File: src/rtl/rv_lsu_pkg.sv
// Shared types and constants for the RISC-V load/store unit.
// Contents:
//   lsu_state_e  control FSM states
//   lsu_err_e    response error codes reported on rsp_err
//   F3_*         RV32I funct3 encodings for the supported access sizes
package rv_lsu_pkg;

  typedef enum logic [2:0] {
    IDLE,
    RD_ADDR,
    RD_DATA,
    WR,
    WR_RESP,
    RESP
  } lsu_state_e;

  typedef enum logic [1:0] {
    ERR_NONE    = 2'd0,
    ERR_ALIGN   = 2'd1,
    ERR_BUS     = 2'd2,
    ERR_TIMEOUT = 2'd3
  } lsu_err_e;

  localparam logic [2:0] F3_B  = 3'd0;
  localparam logic [2:0] F3_H  = 3'd1;
  localparam logic [2:0] F3_W  = 3'd2;
  localparam logic [2:0] F3_BU = 3'd4;
  localparam logic [2:0] F3_HU = 3'd5;

endpackage

File: src/rtl/rv_lsu_if.sv
// AXI4-Lite bus bundle between the load/store unit and the BRAM port.
// Channels: AR (araddr/arvalid/arready), R (rdata/rresp/rvalid/rready),
//           AW (awaddr/awvalid/awready), W (wdata/wstrb/wvalid/wready),
//           B (bresp/bvalid/bready).
// Modports: master = load/store unit side, slave = memory side.
interface rv_lsu_if #(
  parameter int ADDR_W = 20
) ();

  logic [ADDR_W-1:0] araddr;
  logic              arvalid;
  logic              arready;
  logic [31:0]       rdata;
  logic [1:0]        rresp;
  logic              rvalid;
  logic              rready;

  logic [ADDR_W-1:0] awaddr;
  logic              awvalid;
  logic              awready;
  logic [31:0]       wdata;
  logic [3:0]        wstrb;
  logic              wvalid;
  logic              wready;

  logic [1:0]        bresp;
  logic              bvalid;
  logic              bready;

  modport master (
    output araddr, arvalid, rready, awaddr, awvalid, wdata, wstrb, wvalid, bready,
    input  arready, rdata, rresp, rvalid, awready, wready, bresp, bvalid
  );

  modport slave (
    input  araddr, arvalid, rready, awaddr, awvalid, wdata, wstrb, wvalid, bready,
    output arready, rdata, rresp, rvalid, awready, wready, bresp, bvalid
  );

endinterface

File: src/rtl/rv_lsu_align.sv
// Combinational data alignment for the load/store unit.
// Ports:
//   we        in   1=store, 0=load (selects which legality check drives bad)
//   funct3    in   RV32I access size/sign
//   addr_lo   in   byte offset within the word
//   store_in  in   raw store value (rs2)
//   rdata     in   raw word read from the bus
//   wdata     out  store value replicated across the byte lanes
//   wstrb     out  byte strobes for the store
//   load_data out  selected lane, sign- or zero-extended
//   bad       out  misaligned access or illegal funct3
module rv_lsu_align
  import rv_lsu_pkg::*;
(
  input  logic        we,
  input  logic [2:0]  funct3,
  input  logic [1:0]  addr_lo,
  input  logic [31:0] store_in,
  input  logic [31:0] rdata,
  output logic [31:0] wdata,
  output logic [3:0]  wstrb,
  output logic [31:0] load_data,
  output logic        bad
);

  logic [7:0]  byte_lane;
  logic [15:0] half_lane;
  logic        st_bad;
  logic        ld_bad;

  assign byte_lane = rdata[{addr_lo, 3'b000} +: 8];
  assign half_lane = rdata[{addr_lo[1], 4'b0000} +: 16];

  // Stores: replicate the value into every lane so the strobe alone picks the target bytes
  always_comb begin
    wdata  = store_in;
    wstrb  = 4'hF;
    st_bad = 1'b0;
    case (funct3)
      F3_B: begin
        wdata = {4{store_in[7:0]}};
        wstrb = 4'b0001 << addr_lo;
      end
      F3_H: begin
        wdata  = {2{store_in[15:0]}};
        wstrb  = 4'b0011 << {addr_lo[1], 1'b0};
        st_bad = addr_lo[0];
      end
      F3_W:    st_bad = (addr_lo != 2'b00);
      default: st_bad = 1'b1;
    endcase
  end

  // Loads: pick the addressed lane and extend it to 32 bits
  always_comb begin
    load_data = rdata;
    ld_bad    = 1'b0;
    case (funct3)
      F3_B:  load_data = {{24{byte_lane[7]}}, byte_lane};
      F3_BU: load_data = {24'd0, byte_lane};
      F3_H: begin
        load_data = {{16{half_lane[15]}}, half_lane};
        ld_bad    = addr_lo[0];
      end
      F3_HU: begin
        load_data = {16'd0, half_lane};
        ld_bad    = addr_lo[0];
      end
      F3_W:    ld_bad = (addr_lo != 2'b00);
      default: ld_bad = 1'b1;
    endcase
  end

  assign bad = we ? st_bad : ld_bad;

endmodule

File: src/rtl/rv_lsu.sv
// Load/store unit: takes one request from the control unit, runs the AXI4-Lite
// transaction and returns a one-cycle response.
// Ports:
//   clk, rst      clock, synchronous active-high reset
//   req_*         request (valid/ready, we, funct3, addr, wdata)
//   rsp_valid     one-cycle completion pulse
//   rsp_data      extended load data (0 for stores and errors), held until next response
//   rsp_err       0 ok, 1 misaligned/illegal, 2 bus error, 3 timeout
//   bus           AXI4-Lite master port
module rv_lsu
  import rv_lsu_pkg::*;
#(
  parameter int ADDR_W  = 20,
  parameter int TIMEOUT = 256
) (
  input  logic              clk,
  input  logic              rst,
  input  logic              req_valid,
  output logic              req_ready,
  input  logic              req_we,
  input  logic [2:0]        req_funct3,
  input  logic [ADDR_W-1:0] req_addr,
  input  logic [31:0]       req_wdata,
  output logic              rsp_valid,
  output logic [31:0]       rsp_data,
  output logic [1:0]        rsp_err,
  rv_lsu_if.master          bus
);

  localparam int CNT_W = (TIMEOUT > 1) ? $clog2(TIMEOUT) : 1;

  lsu_state_e        state;
  logic [2:0]        funct3_q;
  logic [1:0]        addr_lo_q;
  logic [CNT_W-1:0]  wdog;

  logic [2:0]        sel_funct3;
  logic [1:0]        sel_lo;
  logic [31:0]       st_wdata;
  logic [3:0]        st_wstrb;
  logic [31:0]       load_data;
  logic              bad;
  logic              in_bus;
  logic              expired;
  logic              aw_done;
  logic              w_done;

  // The aligner sees the live request while idle (legality + store lanes)
  // and the captured request afterwards (load lane extraction).
  assign sel_funct3 = (state == IDLE) ? req_funct3     : funct3_q;
  assign sel_lo     = (state == IDLE) ? req_addr[1:0]  : addr_lo_q;

  rv_lsu_align u_align (
    .we        (req_we),
    .funct3    (sel_funct3),
    .addr_lo   (sel_lo),
    .store_in  (req_wdata),
    .rdata     (bus.rdata),
    .wdata     (st_wdata),
    .wstrb     (st_wstrb),
    .load_data (load_data),
    .bad       (bad)
  );

  assign in_bus  = (state == RD_ADDR) || (state == RD_DATA) ||
                   (state == WR)      || (state == WR_RESP);
  // The counter holds TIMEOUT-1 in the cycle whose edge would make it reach TIMEOUT
  assign expired = (TIMEOUT != 0) && (wdog == CNT_W'(TIMEOUT - 1));
  assign aw_done = !bus.awvalid || bus.awready;
  assign w_done  = !bus.wvalid  || bus.wready;

  // Control FSM with all outputs registered
  always_ff @(posedge clk) begin
    if (rst) begin
      state       <= IDLE;
      req_ready   <= 1'b1;
      rsp_valid   <= 1'b0;
      rsp_data    <= '0;
      rsp_err     <= ERR_NONE;
      funct3_q    <= '0;
      addr_lo_q   <= '0;
      wdog        <= '0;
      bus.araddr  <= '0;
      bus.arvalid <= 1'b0;
      bus.rready  <= 1'b0;
      bus.awaddr  <= '0;
      bus.awvalid <= 1'b0;
      bus.wdata   <= '0;
      bus.wstrb   <= '0;
      bus.wvalid  <= 1'b0;
      bus.bready  <= 1'b0;
    end else if (in_bus && expired) begin
      // Hard abort: release every handshake and report a timeout
      bus.arvalid <= 1'b0;
      bus.rready  <= 1'b0;
      bus.awvalid <= 1'b0;
      bus.wvalid  <= 1'b0;
      bus.bready  <= 1'b0;
      state       <= RESP;
      rsp_valid   <= 1'b1;
      rsp_data    <= '0;
      rsp_err     <= ERR_TIMEOUT;
    end else begin
      if (in_bus) wdog <= wdog + 1'b1;
      case (state)
        IDLE: begin
          if (req_valid) begin
            req_ready  <= 1'b0;
            funct3_q   <= req_funct3;
            addr_lo_q  <= req_addr[1:0];
            wdog       <= '0;
            bus.araddr <= {req_addr[ADDR_W-1:2], 2'b00};
            bus.awaddr <= {req_addr[ADDR_W-1:2], 2'b00};
            bus.wdata  <= st_wdata;
            bus.wstrb  <= st_wstrb;
            if (bad) begin
              state     <= RESP;
              rsp_valid <= 1'b1;
              rsp_data  <= '0;
              rsp_err   <= ERR_ALIGN;
            end else if (req_we) begin
              state       <= WR;
              bus.awvalid <= 1'b1;
              bus.wvalid  <= 1'b1;
            end else begin
              state       <= RD_ADDR;
              bus.arvalid <= 1'b1;
            end
          end
        end
        RD_ADDR: begin
          if (bus.arready) begin
            bus.arvalid <= 1'b0;
            bus.rready  <= 1'b1;
            state       <= RD_DATA;
          end
        end
        RD_DATA: begin
          if (bus.rvalid) begin
            bus.rready <= 1'b0;
            state      <= RESP;
            rsp_valid  <= 1'b1;
            if (bus.rresp >= 2'd2) begin
              rsp_data <= '0;
              rsp_err  <= ERR_BUS;
            end else begin
              rsp_data <= load_data;
              rsp_err  <= ERR_NONE;
            end
          end
        end
        WR: begin
          // AW and W complete independently; leave once both have handshaken
          if (bus.awvalid && bus.awready) bus.awvalid <= 1'b0;
          if (bus.wvalid && bus.wready)   bus.wvalid  <= 1'b0;
          if (aw_done && w_done) begin
            bus.bready <= 1'b1;
            state      <= WR_RESP;
          end
        end
        WR_RESP: begin
          if (bus.bvalid) begin
            bus.bready <= 1'b0;
            state      <= RESP;
            rsp_valid  <= 1'b1;
            rsp_data   <= '0;
            rsp_err    <= (bus.bresp >= 2'd2) ? ERR_BUS : ERR_NONE;
          end
        end
        RESP: begin
          rsp_valid <= 1'b0;
          req_ready <= 1'b1;
          state     <= IDLE;
        end
        default: begin
          req_ready <= 1'b1;
          state     <= IDLE;
        end
      endcase
    end
  end

endmodule
File: src/flat_wrapper.sv
// flat-port wrapper written by rule: the top's interface ports become plain ports
module rv_lsu_flat import rv_lsu_pkg::*;
#(
  parameter int ADDR_W  = 20,
  parameter int TIMEOUT = 256
)
  (clk, rst, req_valid, req_ready, req_we, req_funct3, req_addr, req_wdata, rsp_valid, rsp_data, rsp_err, bus_araddr, bus_arvalid, bus_rready, bus_awaddr, bus_awvalid, bus_wdata, bus_wstrb, bus_wvalid, bus_bready, bus_arready, bus_rdata, bus_rresp, bus_rvalid, bus_awready, bus_wready, bus_bresp, bus_bvalid);
  rv_lsu_if #(.ADDR_W(ADDR_W)) bus_i ();
  input  logic clk;
  input  logic rst;
  input  logic req_valid;
  output logic req_ready;
  input  logic req_we;
  input  logic [2:0] req_funct3;
  input  logic [ADDR_W-1:0] req_addr;
  input  logic [31:0] req_wdata;
  output logic rsp_valid;
  output logic [31:0] rsp_data;
  output logic [1:0] rsp_err;
  output wire logic [$bits(bus_i.araddr)-1:0] bus_araddr;
  output wire logic [$bits(bus_i.arvalid)-1:0] bus_arvalid;
  output wire logic [$bits(bus_i.rready)-1:0] bus_rready;
  output wire logic [$bits(bus_i.awaddr)-1:0] bus_awaddr;
  output wire logic [$bits(bus_i.awvalid)-1:0] bus_awvalid;
  output wire logic [$bits(bus_i.wdata)-1:0] bus_wdata;
  output wire logic [$bits(bus_i.wstrb)-1:0] bus_wstrb;
  output wire logic [$bits(bus_i.wvalid)-1:0] bus_wvalid;
  output wire logic [$bits(bus_i.bready)-1:0] bus_bready;
  input wire logic [$bits(bus_i.arready)-1:0] bus_arready;
  input wire logic [$bits(bus_i.rdata)-1:0] bus_rdata;
  input wire logic [$bits(bus_i.rresp)-1:0] bus_rresp;
  input wire logic [$bits(bus_i.rvalid)-1:0] bus_rvalid;
  input wire logic [$bits(bus_i.awready)-1:0] bus_awready;
  input wire logic [$bits(bus_i.wready)-1:0] bus_wready;
  input wire logic [$bits(bus_i.bresp)-1:0] bus_bresp;
  input wire logic [$bits(bus_i.bvalid)-1:0] bus_bvalid;
  assign bus_araddr = bus_i.araddr;
  assign bus_arvalid = bus_i.arvalid;
  assign bus_rready = bus_i.rready;
  assign bus_awaddr = bus_i.awaddr;
  assign bus_awvalid = bus_i.awvalid;
  assign bus_wdata = bus_i.wdata;
  assign bus_wstrb = bus_i.wstrb;
  assign bus_wvalid = bus_i.wvalid;
  assign bus_bready = bus_i.bready;
  assign bus_i.arready = bus_arready;
  assign bus_i.rdata = bus_rdata;
  assign bus_i.rresp = bus_rresp;
  assign bus_i.rvalid = bus_rvalid;
  assign bus_i.awready = bus_awready;
  assign bus_i.wready = bus_wready;
  assign bus_i.bresp = bus_bresp;
  assign bus_i.bvalid = bus_bvalid;
  rv_lsu #(.ADDR_W(ADDR_W), .TIMEOUT(TIMEOUT)) u_core (.clk(clk), .rst(rst), .req_valid(req_valid), .req_ready(req_ready), .req_we(req_we), .req_funct3(req_funct3), .req_addr(req_addr), .req_wdata(req_wdata), .rsp_valid(rsp_valid), .rsp_data(rsp_data), .rsp_err(rsp_err), .bus(bus_i));
endmodule
File: config.mk
export PLATFORM = sky130hd
export DESIGN_NAME = rv_lsu_flat
export DESIGN_NICKNAME = d
export VERILOG_FILES = /design/src/rtl/rv_lsu_pkg.sv /design/src/rtl/rv_lsu_if.sv /design/src/rtl/rv_lsu_align.sv /design/src/rtl/rv_lsu.sv /design/src/flat_wrapper.sv
export SDC_FILE = /design/constraint.sdc
export NUM_CORES = 1
export LEC_CHECK = 0
export ABC_AREA = 1
export CORE_MARGIN = 2
export CORE_UTILIZATION = 46
export DETAILED_ROUTE_END_ITERATION = 7
export PLACE_DENSITY = 0.9
export RECOVER_POWER = 25
export REMOVE_ABC_BUFFERS = 1
export SYNTH_ARGS = -nofsm -noshare
export SYNTH_HDL_FRONTEND = slang
export SYNTH_HIERARCHICAL = 1
export SYNTH_SLANG_ARGS = --single-unit
File: constraint.sdc
create_clock -name clk -period 3.2 [get_ports clk]
set_input_delay 0.48 -clock clk [delete_from_list [all_inputs] [get_ports clk]]
set_output_delay 0.48 -clock clk [all_outputs]
set_load 0.005 [all_outputs]
==> run metrics <==
outcome completed; Max Root-Sink Buffers 2; Pwr Density 867 mW/mm2; Worst setup EP type register; post-DP HPWL 12.4 mm; FF+latch count, synth 111; register-to-register setup slack 0.35 ns; port bufs 210; Hold Crit Depth 2; DIE HEIGHT 120 um; final slew viol count 0; Final Wtd Congestion 0.928; via count 6,486; Final Setup Violations 0; most common cell after layout, fill and taps aside nand2_1; Initial Util 46.9%; Worst setup SP type register; VDD IR-drop max 0.413 mV; Critical Path RT 3.43 ns; Hold Crit Start u_core/addr_lo_q[0]; Clock Root Buffer clkbuf_16; f_max 351 MHz; Avg Vias per Cell 5.05; Core Region 0.0131 mm2; vias in the first global route 5,984; CTS tree done; Post-synth EDFFs 0; dpl ws 0.281 ns; minimum clock period 2.85 ns; worst min path class reg -> reg; max_slew headroom 30.9%; Hold EP u_core/addr_lo_q[0]; slowest cell on the critical path o21ai_4; nets 1,204; DRC 0; WL/cell 13.6 um; reg2reg end u_core/rsp_data[27]; Worst Tran Pin Value 1.04 ns; Setup Skew 0.00545 ns; RSZ-0062 raised after global routing no; Pleak 3.81 nW; main flop type after synthesis dfxtp_1; P&R area growth vs syn 36.4%; CP max FO 17; clk slew on worst S/H paths 0.07 ns; CP Cell Sequence nor2_8 -> nand2_1 -> clkinvlp_4 -> o21ai_4 -> buf_4 -> inv_1 -> nand2_2 -> nor2_8 -> nand2_4 -> nand3_1 -> inv_1 -> nor2_1 -> nand2_1 -> a21oi_2; global-route wire length before repair 28.1 mm; Worst R2R Path Depth 14; CTS buffer count 9; IO Pins 217; H-tree depth 3; largest net degree at the start of global routing 60; GRT Total Usage 23.9%; Synth async-reset ratio 0%; initial drt markers 444; Final WS setup 0.351 ns; drt total wl 17.4 mm; Post-Synthesis Cells 944; Hold Slack 0.452 ns; Antenna Nets Post-Route 0; register area share after synthesis 36.1%; Die Wd 120 um; First-pass DRT Iterations 6; critical path arrival 3.08 ns; most frequent cells in the layout nand2_1 (213), nor2_1 (188), clkdlybuf4s50_1 (156); Final Hold Vio Count 0; die area 0.0143 mm2; period utilization 89.0%; mapped cell area 0.00616 mm2; maxcap violations 0; Yosys cell types 32; launch point of the worst reg-to-reg path u_core/state[0]; grt total ovfl 0; Post-CTS Setup Repair Bufs 0; Setup crit start u_core/state[0]; Avg Cell Area, Syn 6.52 um2; Ys Warns 6; share of post-route cells with drive strength above 1 6.86%; initial antenna violation count 1; Max stage delay on crit path 0.47 ns; clock sinks 111; crit path kind reg -> reg; site row count 42; Skew-Pair Late Insertion Delay 0.35 ns
==> report_power, final <==
group	internal (mW)	switching [mW]	leakage [nW]	total (mW)
clock	0.613	0.504	0.145	1.12
sequential	1.71	0.192	0.909	1.91
combinational	1.67	2.59	2.75	4.25
total	4.00	3.28	3.81	7.28
==> state kept, by name, indices dropped and copies added, names as in the netlist <==
signal	flops
u_core/bus.wdata	32
u_core/rsp_data	32
u_core/bus.awaddr	18
u_core/wdog	8
u_core/bus.wstrb	4
u_core/funct3_q	3
u_core/state	3
u_core/addr_lo_q	2
u_core/rsp_err	2
u_core/bus.arvalid	1
u_core/bus.awvalid	1
u_core/bus.bready	1
u_core/bus.rready	1
u_core/bus.wvalid	1
u_core/req_ready	1
u_core/rsp_valid	1
==> how the worst max path moves through the flow <==
stage,end,slack (ns),cells after the start
floorplan,u_core/rsp_err[1],-0.87,13
global placement,u_core/rsp_err[0],0.33,14
detailed placement,u_core/rsp_err[0],0.28,14
CTS,u_core/rsp_err[1],0.24,14
global route,u_core/rsp_err[0],0.02,18
finish,u_core/rsp_data[27],0.35,14
==> stage by stage <==
stage                     instance area, um2  setup TNS, ns  total power [mW]  std cells  util, %
final                                   8400              0              7.28       1285     63.9
after global routing                    8390              0              7.90       1284     63.9
after CTS                               8380              0              7.32       1284     63.8
after detailed placement                8090              0              6.17       1268     61.6
after global placement                  8090              0              6.09       1268     61.6
after floorplan                         5610         -57.58              4.45        865        -
==> kinds of logic (layout without fill, tap and decap cells) <==
group                      count (synthesis)  after routing  synth area share, %
buffers and inverters                    174            335                 14.6
other                                      1              5               0.0609
and+or+nand+nor                          498            498                 34.0
AOI/OAI and AO/OA                        158            158                 14.9
xor gates and xnor gates                   1              1                0.142
DFF                                      111            111                 36.1
adders and majority gates                  1              1                0.203
==> synthesized netlist by cell type, types with 7 or more instances <==
library cell | count | area, um2
a21oi_2 | 20 | 175
nand3_1 | 64 | 320
a21oi_1 | 30 | 150
nand4_1 | 7 | 43.8
clkbuf_1 | 8 | 30.0
buf_4 | 35 | 263
dfxtp_1 | 111 | 2220
o21ai_0 | 88 | 440
buf_6 | 11 | 124
inv_1 | 89 | 334
nor2_1 | 189 | 709
nand2_1 | 213 | 800
buf_2 | 26 | 130
o211ai_1 | 18 | 135
==> per-layer routing <==
metal / global-route usage, % / wire length, um
met4: 8.60 / 382
met5: 0 / 0
met1: 28.9 / 7400
met3: 5.56 / 1520
met2: 41.5 / 8150
==> layout make-up <==
cell class | count | area [um2]
fill | 1190 | 4740
multi-input combinational | 662 | 3060
timing repair buffer | 227 | 2250
sequential | 111 | 2220
inverter | 92 | 349
clock buffer | 14 | 284
tap | 176 | 220
clock inverter | 2 | 12.5
antenna | 1 | 2.50
==> what timing repair did <==
item | 4_1_cts | 5_1_grt
setup endpoints to repair | 0 | 34
hold buffers | 0 | 0
resized for setup | 0 | 5
==> worst max-delay path: cells and delay by family, from the launching register on <==
family / cells / cell delay [ns]
AO/OA/AOI/OAI: 2 / 0.52
buffers and inverters: 4 / 0.73
flip-flops: 1 / 0.43
AND/OR/NAND/NOR: 8 / 1.03
(Power assumes the default switching activity.)
